File: src/rtl/key_schedule_inv_pkg.sv
// Shared constants, state encoding and forward S-box for the PRESENT-80
// inverse key-schedule slice.
package key_schedule_inv_pkg;

    localparam int KEY_W  = 80;
    localparam int RK_W   = 64;
    localparam int ROUNDS = 31;
    localparam int ROT_L  = 61;
    localparam int ROT_R  = 19;

    typedef enum logic [1:0] {
        ST_IDLE = 2'd0,
        ST_FWD  = 2'd1,
        ST_EMIT = 2'd2
    } state_t;

    function automatic logic [3:0] sbox_fwd(input logic [3:0] x);
        logic [3:0] y;
        case (x)
            4'h0: y = 4'hC;
            4'h1: y = 4'h5;
            4'h2: y = 4'h6;
            4'h3: y = 4'hB;
            4'h4: y = 4'h9;
            4'h5: y = 4'h0;
            4'h6: y = 4'hA;
            4'h7: y = 4'hD;
            4'h8: y = 4'h3;
            4'h9: y = 4'hE;
            4'hA: y = 4'hF;
            4'hB: y = 4'h8;
            4'hC: y = 4'h4;
            4'hD: y = 4'h7;
            4'hE: y = 4'h1;
            default: y = 4'h2;
        endcase
        return y;
    endfunction

endpackage

File: src/rtl/key_schedule.sv
// One forward PRESENT-80 key-schedule round: rotate left 61, S-box the top
// nibble, fold the round counter into bits 19:15.
module key_schedule
    import key_schedule_inv_pkg::*;
(
    input  logic [KEY_W-1:0] key,
    input  logic [4:0]       rc,
    output logic [KEY_W-1:0] next_key
);

    logic [KEY_W-1:0] t;

    always_comb begin
        t        = {key[ROT_R-1:0], key[KEY_W-1:ROT_R]};
        t[79:76] = sbox_fwd(t[79:76]);
        t[19:15] = t[19:15] ^ rc;
        next_key = t;
    end

endmodule

File: src/rtl/sbox_inv.sv
// 4-bit PRESENT inverse S-box.
module sbox_inv (
    input  logic [3:0] x,
    output logic [3:0] y
);

    always_comb begin
        case (x)
            4'h0: y = 4'h5;
            4'h1: y = 4'hE;
            4'h2: y = 4'hF;
            4'h3: y = 4'h8;
            4'h4: y = 4'hC;
            4'h5: y = 4'h1;
            4'h6: y = 4'h2;
            4'h7: y = 4'hD;
            4'h8: y = 4'hB;
            4'h9: y = 4'h4;
            4'hA: y = 4'h6;
            4'hB: y = 4'h3;
            4'hC: y = 4'h0;
            4'hD: y = 4'h7;
            4'hE: y = 4'h9;
            default: y = 4'hA;
        endcase
    end

endmodule

File: src/rtl/key_schedule_inv.sv
// Runs the PRESENT-80 schedule forward to K32, then streams round keys back
// down to K1 over a valid/ready port, undoing one round per accepted key.
module key_schedule_inv
    import key_schedule_inv_pkg::*;
#(
    parameter int KEY_W = 80,
    parameter int RK_W  = 64
) (
    input  logic             clk,
    input  logic             rst_n,
    input  logic             load,
    input  logic [KEY_W-1:0] key_in,
    output logic             busy,
    output logic             rk_valid,
    input  logic             rk_ready,
    output logic [RK_W-1:0]  rk_out,
    output logic [5:0]       rk_idx,
    output logic             done
);

    state_t           state;
    logic [KEY_W-1:0] k;
    logic [5:0]       idx;
    logic             done_r;

    logic [KEY_W-1:0] k_fwd;
    logic [KEY_W-1:0] u_x;
    logic [KEY_W-1:0] k_inv;
    logic [4:0]       rc_inv;
    logic [3:0]       sinv_y;

    key_schedule u_fwd (
        .key      (k),
        .rc       (idx[4:0]),
        .next_key (k_fwd)
    );

    // Undo round idx-1: strip its counter, invert the S-box, rotate right 61.
    assign rc_inv = idx[4:0] - 5'd1;
    assign u_x    = {k[79:20], k[19:15] ^ rc_inv, k[14:0]};

    sbox_inv u_sinv (
        .x (u_x[79:76]),
        .y (sinv_y)
    );

    assign k_inv = {u_x[60:0], sinv_y, u_x[75:61]};

    // Valid/ready: a key is transferred on a rising edge where rk_valid and
    // rk_ready are both high; rk_out/rk_idx stay stable until that edge.
    always_ff @(posedge clk or negedge rst_n) begin
        if (!rst_n) begin
            state  <= ST_IDLE;
            k      <= '0;
            idx    <= '0;
            done_r <= 1'b0;
        end else begin
            done_r <= 1'b0;
            case (state)
                ST_IDLE: begin
                    if (load) begin
                        k     <= key_in;
                        idx   <= 6'd1;
                        state <= ST_FWD;
                    end
                end
                ST_FWD: begin
                    k   <= k_fwd;
                    idx <= idx + 6'd1;
                    if (idx == 6'(ROUNDS)) begin
                        state <= ST_EMIT;
                    end
                end
                ST_EMIT: begin
                    if (rk_ready) begin
                        if (idx == 6'd1) begin
                            done_r <= 1'b1;
                            state  <= ST_IDLE;
                        end else begin
                            k   <= k_inv;
                            idx <= idx - 6'd1;
                        end
                    end
                end
                default: state <= ST_IDLE;
            endcase
        end
    end

    assign busy     = (state != ST_IDLE);
    assign rk_valid = (state == ST_EMIT);
    assign rk_out   = k[KEY_W-1 -: RK_W];
    assign rk_idx   = idx;
    assign done     = done_r;

endmodule

File: config.mk
export PLATFORM = sky130hd
export DESIGN_NAME = key_schedule_inv
export DESIGN_NICKNAME = d
export VERILOG_FILES = /design/src/rtl/key_schedule_inv_pkg.sv /design/src/rtl/key_schedule.sv /design/src/rtl/sbox_inv.sv /design/src/rtl/key_schedule_inv.sv
export SDC_FILE = /design/constraint.sdc
export NUM_CORES = 1
export LEC_CHECK = 0
export BUFFER_PORTS_ARGS = -buffer_cell sky130_fd_sc_hd__buf_2
export CORE_MARGIN = 2
export CORE_UTILIZATION = 43
export CTS_CLUSTER_DIAMETER = 40
export CTS_CLUSTER_SIZE = 28
export DETAILED_ROUTE_END_ITERATION = 10
export HOLD_SLACK_MARGIN = 0.15
export PLACE_DENSITY = 0.76
export SETUP_SLACK_MARGIN = 0.02
export SLEW_MARGIN = 20
export SYNTH_ARGS = -nofsm -noshare
export SYNTH_HDL_FRONTEND = slang
export SYNTH_SLANG_ARGS = --single-unit
File: constraint.sdc
create_clock -name clk -period 2.5 [get_ports clk]
set_input_delay 0.25 -clock clk [delete_from_list [all_inputs] [get_ports clk]]
set_output_delay 0.25 -clock clk [all_outputs]
set_load 0.05 [all_outputs]
==> impl_results.md, run 1 <==
- Vias: 5449
- Mean post-synth cell area: 7.91 um^2
- Post-DP HPWL: 11400 um
- Final slew viol count: 0
- Post-Route Setup TNS: 0 ns
- H-tree levels: 3
- Multi-input gate area: 2930 um^2
- Core area: 13700 um^2
- Clock Pin Slew Worst Setup and Hold Paths: 0.07 ns
- Top delay family on crit path: buffers and inverters
- Layout filler cell count: 1336
- CP most frequent cell: inv_1
- ANT cells: 0
- Buffers & Inverters on Critical Path: 3
- Total Nets Final: 908
- Endpoint class of the critical path: flop
- Xor and xnor area share after synthesis: 2.20%
- Pin count of the biggest net entering global routing: 103
- Max FO, Critical Path: 81
- Total CTS buffers: 9
- Port Buffer Count: 156
- Die area: 14800 um^2
- CTS sink cnt: 89
- Net count after synthesis: 857
- Slowest-stage cell, CP: dfrtp_1
- Num rows: 43
- Final period utilization: 82.1%
- Synth Cell Area: 5960 um^2
- Relative slew margins: 51.8%
- Worst hold path class: in -> reg
- Worst Path Class, Setup: reg -> reg
- Synth Area in Compound Gates: 26.9%
- First-pass GRT wire length: 25800 um
- FMAX: 0.487 GHz
- Async SR Flop Fraction: 100%
- Worst Tran Pin Value: 0.723 ns
- Total grt overflow: 0
- Top FF cell, synth: dfrtp_1
- Root buf cell: clkbuf_16
- Worst EP required: 2.72 ns
- Ys Warns: 0
- Synthesized flop and latch total: 89
- Area Growth Syn to Fin: 12.5%
- Fin crit period: 2.05 ns
- EDFF count, synth: 0
- Vias per cell: 5.50
- Die span in y: 122 um
- Die W: 122 um
- Antenna Violating Nets Remaining: 0
- Initial core utilization: 43.4%
- CP Cell Sequence: inv_1, ha_2, inv_1, o21ai_4, buf_12, o21ai_0
- RSZ-0062 raised after global routing: no
- Initial DRC Count: 486
- FF+latch area: 2230 um^2
- Layout cells sized above 1: 23.7%
- WL per Instance: 16.6 um
- Critical path's largest stage delay: 0.42 ns
- Clk_skew: 0.00850 ns
- Mapped Cells: 754
- Synth Area in Simple Gates: 14.6%
- Netlist cell types: 42
- Num ports: 157
- Status: finished, final reports clean
- Post-synthesis mux area share: 1.30%
- Clock buffer depth: 2
- CTS tree: done
- # DRC: 0
- CP Launch Type: flop
- Skew-Pair Late Insertion Delay: 0.35 ns
- Register area share after synthesis: 37.4%
- Router iterations before antenna repair: 5
- Setup violators final: 0
- Gr usage total: 22.2%
- Initial antenna violation count: 0
- Synth Area in Adders: 3.99%
- CP arrival: 2.27 ns
- Largest family of logic cells by synthesized area: compound AO/OA/AOI/OAI gates
- Number of global-route vias before repair: 4858
- Commonest non-fill, non-tap cell in the layout: nand2_1
- GP Congestion: 0.983
- Total Wirelength: 16400 um
- Most frequent cells in the layout: 180 x nand2_1, 165 x o21ai_0, 155 x buf_2
- MaxCap Viol Count: 0
- Final Hold Fails: 0
## final cells by class
type | instances | share of cell area [%]
clock inverters | 4 | 1.12
repair buffers | 167 | 14.1
multi-input cells | 526 | 43.7
flip-flops and latches | 89 | 33.2
clock buffers | 12 | 3.82
inverters | 12 | 0.672
well taps | 180 | 3.36
## per-layer routing
metal	GRT usage [%]	part of all wire, %	wire length, um	vias to the layer above
met5	0	0	0	-
met4	8.26	2.4	388	0
met3	3.46	6.2	1030	28
met2	33.8	46	7590	229
met1	31.9	45	7400	2538
li1	-	-	-	2654
## cells by family (layout without fill, tap and decap cells)
kind of cell    count (synthesis)  count (layout)
compound gates                273             273
flops                          89              89
simple gates                  214             214
buf+inv                       139             195
mux                             5               5
xor+xnor                       15              15
fa+ha+maj                      19              19
## sequential cells by signal (all words and copies together), names as in the netlist
signal and cells:
k 80, rk_idx 6, state 2, done 1
## cell usage after synthesis (2+ instances only)
master / instances / area [um^2]
o21ai_0: 165 / 826
buf_2: 19 / 95.1
mux2_2: 2 / 22.5
nand2b_1: 3 / 18.8
mux4_2: 2 / 45.0
nand3_1: 10 / 50.1
buf_1: 2 / 7.51
a31oi_1: 2 / 12.5
o21ai_1: 4 / 20.0
inv_1: 12 / 45.0
and3_1: 4 / 25.0
buf_4: 64 / 480
o211ai_1: 5 / 37.5
dfrtp_1: 89 / 2230
nor3b_1: 2 / 15.0
nor3_1: 2 / 10.0
a22oi_1: 67 / 503
xnor2_1: 7 / 61.3
nor2_1: 8 / 30.0
buf_6: 4 / 45.0
xor2_1: 8 / 70.1
nand2_1: 180 / 676
o22ai_1: 6 / 37.5
ha_1: 19 / 238
a21oi_1: 15 / 75.1
clkbuf_1: 37 / 139
## final timing paths
check / start / end / slack (ns) / cells past startpoint
max: state[0]$_DFFE_PN0P_ / k[27]$_DFFE_PN0P_ / 0.45 / 6
min: rk_ready / done$_DFF_PN0_ / 0.17 / 3
max reg2reg: state[0]$_DFFE_PN0P_ / k[27]$_DFFE_PN0P_ / 0.45 / 6
min reg2reg: k[1]$_DFFE_PN0P_ / k[1]$_DFFE_PN0P_ / 0.52 / 2
max in group asynchronous: rst_n / k[41]$_DFFE_PN0P_ / 1.35 / 3
min in group asynchronous: rst_n / k[56]$_DFFE_PN0P_ / 0.50 / 2
## timing repair
action / in CTS / in global routing
endpoints found under the hold margin: 51 / 0
setup buffers: 0 / 0
hold buffers: 1 / 0
resized for setup: 0 / 0
endpoints found under the setup margin: 0 / 0
## metrics by stage
step	util, %	hold WS [ns]	cells	cell area [um^2]	worst slack (ns)
after floorplan	-	-0.0456	754	5960	0.395
after CTS	48.9	0.164	990	6710	0.439
after global placement	46.4	0.334	973	6360	0.555
after global routing	48.9	0.179	990	6710	0.289
after detailed placement	46.4	0.344	973	6360	0.449
final	48.9	0.173	990	6710	0.448
## tightest hold or removal path, cell delays in order
cell	delay [ns]
buf_2	0.11
nand2_1	0.08
nor2_1	0.04
Power of run 1 is left out: the tool's default activity adds up to more than one toggle a clock period on the data nets, which glitch-free logic cannot reach.
==> inputs of run 2 (changes only) <==
ABC_AREA = 1   (was default)
clock period = 2.1 ns   (was 2.5 ns; I/O delays follow)
==> impl_results.md, run 2 <==
- Status: finished, final reports clean (unchanged)
- Worst hold path class: in -> reg (unchanged)
- Endpoint class of the critical path: primary output (was flop)
- Post-synth top area cell: dfrtp_1 (unchanged)
- Commonest non-fill, non-tap cell in the layout: nand2_1 (unchanged)
- Total grt overflow: 0 (unchanged)
- Initial antenna violation count: 0 (unchanged)
- Ys Warns: 0 (unchanged)
- Area Growth Syn to Fin: 14.3% (was 12.5%)
- Root buf cell: clkbuf_16 (unchanged)
- RSZ-0062 raised after global routing: no (unchanged)
- CTS tree: done (unchanged)
- Buffers & Inverters on Critical Path: 3 (unchanged)
- Top FF cell, synth: dfrtp_1 (unchanged)
- Layout filler cell count: 1454 (was 1336)
- WL per Instance: 15.0 um (was 16.6 um)
- Skew-Pair Late Insertion Delay: 0.35 ns (about the same)
- Total Nets Final: 1125 (was 908)
- Clk_skew: 0.00681 ns (was 0.00850 ns)
- Critical path's largest stage delay: 0.42 ns (about the same)
- Worst Path Class, Setup: reg -> out (was reg -> reg)
- Vias: 6389 (was 5449)
- FF+latch area: 2230 um^2 (unchanged)
- Mean post-synth cell area: 6.55 um^2 (was 7.91 um^2)
- GP Congestion: 0.902 (was 0.983)
- CP Cell Sequence: inv_2, ha_4, buf_16, buf_4 (was inv_1, ha_2, inv_1, o21ai_4, buf_12, o21ai_0)
- Total Wirelength: 18200 um (was 16400 um)
- Register area share after synthesis: 35.5% (was 37.4%)
- Pin count of the biggest net entering global routing: 85 (was 103)
- Most frequent cell after synthesis: nand2_1 (unchanged)
- Setup violators final: 0 (unchanged)
- # DRC: 0 (unchanged)
- Slowest-stage cell, CP: dfrtp_1 (unchanged)
- Core area: 14400 um^2 (was 13700 um^2)
- Post-DP HPWL: 12200 um (was 11400 um)
- Async SR Flop Fraction: 100% (unchanged)
- Synth cell count leaders: 358 x nand2_1, 155 x a21oi_1, 108 x nor2_1 (was 180 x nand2_1, 165 x o21ai_0, 89 x dfrtp_1)
- Most frequent cells in the layout: 358 x nand2_1, 155 x a21oi_1, 154 x buf_2 (was 180 x nand2_1, 165 x o21ai_0, 155 x buf_2)
- Netlist cell types: 25 (was 42)
- H-tree levels: 3 (unchanged)
- Top delay family on crit path: buffers and inverters (unchanged)
- EDFF count, synth: 0 (unchanged)
- Num ports: 157 (unchanged)
- Layout cells sized above 1: 19.6% (was 23.7%)
- Mapped Cells: 957 (was 754)
- Gr usage total: 22.6% (was 22.2%)
- Worst EP required: 1.89 ns (was 2.72 ns)
- Initial core utilization: 43.6% (was 43.4%)
- Synthesized flop and latch total: 89 (unchanged)
- Synth Cell Area: 6270 um^2 (was 5960 um^2)
- CTS sink cnt: 89 (unchanged)
- Max FO, Critical Path: 84 (was 81)
- CP arrival: 1.70 ns (was 2.27 ns)
- Util after Layout: 49.8% (was 48.9%)
- Net count after synthesis: 1060 (was 857)
- Fin crit period: 1.91 ns
- Clock buffer depth: 2 (unchanged)
- Port Buffer Count: 156 (unchanged)
- MaxCap Viol Count: 0 (unchanged)
- CP Launch Type: flop (unchanged)
- Worst Tran Pin Value: 0.430 ns (was 0.723 ns)
- Final worst setup slack: 0.188 ns (was 0.448 ns)
- Vias per cell: 5.28 (was 5.50)
- Die span in y: 125 um (was 122 um)
- Relative slew margins: 71.3% (was 51.8%)
- Number of global-route vias before repair: 5775 (was 4858)
- Total CTS buffers: 9 (unchanged)
- DP Worst Slack: 0.174 ns (was 0.449 ns)
- Die W: 125 um (was 122 um)
- Num rows: 44 (was 43)
- Antenna Violating Nets Remaining: 0 (unchanged)
- Router iterations before antenna repair: 5 (unchanged)
- Clock Pin Slew Worst Setup and Hold Paths: 0.06 ns (was 0.07 ns)
- Number of setup buffers added after CTS: 0 (unchanged)
- FMAX: 0.523 GHz
- Post-synth top area share: 35.5% (was 37.4%)
- Final slew viol count: 0 (unchanged)
- Area contributors post-synth: dfrtp_1 36%, nand2_1 21%, a21oi_1 12%, buf_4 7.7%, nor2_1 6.5% (was dfrtp_1 37%, o21ai_0 14%, nand2_1 11%, a22oi_1 8.4%, buf_4 8.1%)
- Die area: 15600 um^2 (was 14800 um^2)
- Final Hold Fails: 0 (unchanged)
- First-pass GRT wire length: 29100 um (was 25800 um)
- Biggest register: k (unchanged)
- Largest register FFs: 80 (unchanged)
- Post-Route Setup TNS: 0 ns (unchanged)
- Multi-input gate area: 3200 um^2 (was 2930 um^2)
- Initial DRC Count: 594 (was 486)
- Final period utilization: 91.1%
- ANT cells: 0 (unchanged)
run 2: layout make-up:
cell class,count,area share [%]
Inverter,32,1.68
Clock inverter,4,0.717
Timing Repair Buffer,175,15.0
Multi-Input combinational cell,715,44.7
Clock buffer,11,3.53
Sequential cell,89,31.1
Tap cell,184,3.22
run 2: timing repair:
action / in CTS / in global routing
setup endpoints to repair: 1 / 33
endpoints found under the hold margin: 90 / 0
gates resized for setup: 2 / 3
gates cloned: 0 / 1
hold buffers: 2 / 0
run 2: logic make-up after synthesis:
group,Yosys count,synth area share [%]
buffers and inverters,153,13.8
and+or+nand+nor,501,31.1
AOI/OAI and AO/OA,193,15.5
adders and majority gates,19,3.79
DFF,89,35.5
xor gates and xnor gates,2,0.280
run 2: worst min-delay path, cell delays in order:
cell and delay [ns]:
buf_2 0.07, o21ai_0 0.06, o21ai_0 0.14
run 2: routing by layer:
layer / up-vias / wire length (um) / GRT usage [%]
met3: 22 / 1220 / 4.04
met2: 265 / 8540 / 35.7
li1: 3111 / - / -
met5: - / 0 / 0
met1: 2991 / 8180 / 31.8
met4: 0 / 253 / 6.21
run 2: path summary, 6_finish.rpt:
path	from	endpoint	slack, ns	depth (start not counted)
setup / recovery	state[0]$_DFFE_PN0P_	rk_valid	0.19	4
hold / removal	key_in[34]	k[34]$_DFFE_PN0P_	0.18	3
setup reg to reg	state[1]$_DFFE_PN0P_	k[6]$_DFFE_PN0P_	0.23	10
hold reg to reg	k[14]$_DFFE_PN0P_	k[14]$_DFFE_PN0P_	0.51	2
max in group asynchronous	rst_n	k[44]$_DFFE_PN0P_	1.18	3
min in group asynchronous	rst_n	k[53]$_DFFE_PN0P_	0.30	2
run 2: through the flow:
| step | area, um^2 | hold slack (ns) | std cells |
|---|---|---|---|
| 2_1_floorplan | 6270 | -0.0856 | 957 |
| 3_3_place_gp | 6790 | 0.108 | 1192 |
| 3_5_place_dp | 6790 | 0.107 | 1192 |
| 4_1_cts | 7120 | 0.176 | 1209 |
| 5_1_grt | 7160 | 0.200 | 1210 |
| 6_report | 7160 | 0.178 | 1210 |
Power of run 2 is left out for the same reason.
==> inputs of run 3 (changes only) <==
REMOVE_ABC_BUFFERS = 1   (was default)
SETUP_SLACK_MARGIN = 0.05   (was 0.02)
==> impl_results.md, run 3 (synthesis results as in run 2) <==
- Status: finished, final reports clean (unchanged)
- RSZ-0062 raised after global routing: no (unchanged)
- Post-DP HPWL: 11900 um (was 12200 um)
- Die area: 15600 um^2 (unchanged)
- FMAX: 0.516 GHz (was 0.523 GHz)
- Vias per cell: 5.13 (was 5.28)
- Number of global-route vias before repair: 5726 (was 5775)
- Biggest register: k (unchanged)
- Fin crit period: 1.94 ns (was 1.91 ns)
- MaxCap Viol Count: 0 (unchanged)
- Port Buffer Count: 156 (unchanged)
- Initial core utilization: 43.6% (unchanged)
- Total Nets Final: 1131 (was 1125)
- Area Growth Syn to Fin: 13.8% (was 14.3%)
- Met2 global-route usage: 35.4% (was 35.7%)
- Final period utilization: 92.3% (was 91.1%)
- Root buf cell: clkbuf_16 (unchanged)
- Total CTS buffers: 9 (unchanged)
- WL per Instance: 14.4 um (was 15.0 um)
- Most frequent cells in the layout: 358 x nand2_1, 155 x a21oi_1, 155 x buf_2 (was 358 x nand2_1, 155 x a21oi_1, 154 x buf_2)
- # DRC: 0 (unchanged)
- Reg2reg start: state[0]$_DFFE_PN0P_ (was state[1]$_DFFE_PN0P_)
- GR peak layer: met2 (unchanged)
- Clock Pin Slew Worst Setup and Hold Paths: 0.06 ns (about the same)
- Layout cells sized above 1: 19.9% (was 19.6%)
- Final Hold Fails: 0 (unchanged)
- Commonest non-fill, non-tap cell in the layout: nand2_1 (unchanged)
- Post-Route Setup TNS: 0 ns (unchanged)
- GP Congestion: 0.904 (was 0.902)
- Hold Path Cell Cnt: 5 (was 3)
- Worst EP required: 1.89 ns (about the same)
- Max FO, Critical Path: 37 (was 84)
- Gr usage total: 22.3% (was 22.6%)
- Pin count of the biggest net entering global routing: 68 (was 85)
- Die W: 125 um (unchanged)
- Num rows: 44 (unchanged)
- Relative slew margins: 62.6% (was 71.3%)
- CTS tree: done (unchanged)
- Cells on worst reg2reg path: 10 (unchanged)
- Clock buffer depth: 2 (unchanged)
- Largest register FFs: 80 (unchanged)
- Die span in y: 125 um (unchanged)
- Worst Tran Pin Value: 0.560 ns (was 0.430 ns)
- Vias: 6234 (was 6389)
- Initial DRC Count: 410 (was 594)
- CP Launch Type: flop (unchanged)
- Hold Path Sink: k[16]$_DFFE_PN0P_ (was k[34]$_DFFE_PN0P_)
- Worst Path Class, Setup: reg -> out (unchanged)
- Antenna Violating Nets Remaining: 0 (unchanged)
- First-pass GRT wire length: 28800 um (was 29100 um)
- Met3 Use GR: 4.12% (was 4.04%)
- Final slew viol count: 0 (unchanged)
- Worst r2r dst: k[39]$_DFFE_PN0P_ (was k[6]$_DFFE_PN0P_)
- Initial antenna violation count: 0 (unchanged)
- CTS sink cnt: 89 (unchanged)
- Reg-to-reg slack, setup: 0.19 ns (was 0.23 ns)
- ANT cells: 0 (unchanged)
- Met1 global-route usage: 31.1% (was 31.8%)
- H-tree levels: 3 (unchanged)
- Core area: 14400 um^2 (unchanged)
- Clk_skew: 0.00851 ns (was 0.00681 ns)
- Total Wirelength: 17500 um (was 18200 um)
- Setup violators final: 0 (unchanged)
- Endpoint class of the critical path: primary output (unchanged)
- Skew-Pair Late Insertion Delay: 0.34 ns (was 0.35 ns)
- Total grt overflow: 0 (unchanged)
- Num ports: 157 (unchanged)
- Worst hold path class: in -> reg (unchanged)
- Router iterations before antenna repair: 5 (unchanged)
- CP arrival: 1.73 ns (was 1.70 ns)
- Hold Startpoint: key_in[16] (was key_in[34])
## run 3: critical path, stage by stage, from the launching register on
cell and delay [ns]:
dfrtp_1 0.38, inv_1 0.18, ha_4 0.20, buf_6 0.28, buf_2 0.33
## run 3: metal layers
metal,routed length [um],up-vias
met4,253,0
met3,998,21
met2,8290,213
met5,0,-
met1,7960,2882
li1,-,3118
## run 3: what timing repair did
item / in CTS / in global routing
setup buffers: 0 / 1
gates resized for setup: 0 / 2
endpoints found under the hold margin: 36 / 0
endpoints found under the setup margin: 0 / 39
hold buffers: 2 / 0
## run 3: area by class of cell
| class | instances | area [um^2] |
|---|---|---|
| fill | 1462 | 7240 |
| multi-input combinational | 716 | 3220 |
| sequential | 89 | 2230 |
| timing repair buffer | 180 | 1050 |
| clock buffer | 11 | 243 |
| tap | 184 | 230 |
| inverter | 32 | 120 |
| clock inverter | 3 | 42.5 |
## run 3: through the flow
| stage | util (%) | area [um^2] | hold WS [ns] | std cells | setup slack (ns) |
|---|---|---|---|---|---|
| 2_1_floorplan | - | 5520 | -0.0856 | 836 | -2.14 |
| 3_3_place_gp | 47.4 | 6810 | 0.221 | 1197 | 0.246 |
| 3_5_place_dp | 47.4 | 6810 | 0.214 | 1197 | 0.158 |
| 4_1_cts | 49.5 | 7110 | 0.171 | 1213 | 0.0559 |
| 5_1_grt | 49.6 | 7130 | 0.195 | 1215 | 0.0473 |
| 6_report | 49.6 | 7130 | 0.186 | 1215 | 0.162 |
## run 3: how the worst max path moves through the flow
stage | from | to | slack [ns]
floorplan | state[0]$_DFFE_PN0P_ | rk_idx[0]$_DFFE_PN0P_ | -2.14
global placement | state[1]$_DFFE_PN0P_ | k[14]$_DFFE_PN0P_ | 0.25
detailed placement | state[1]$_DFFE_PN0P_ | k[52]$_DFFE_PN0P_ | 0.16
CTS | state[0]$_DFFE_PN0P_ | rk_valid | 0.06
global route | state[0]$_DFFE_PN0P_ | k[37]$_DFFE_PN0P_ | 0.05
finish | state[0]$_DFFE_PN0P_ | rk_valid | 0.16
Power of run 3 is left out for the same reason.
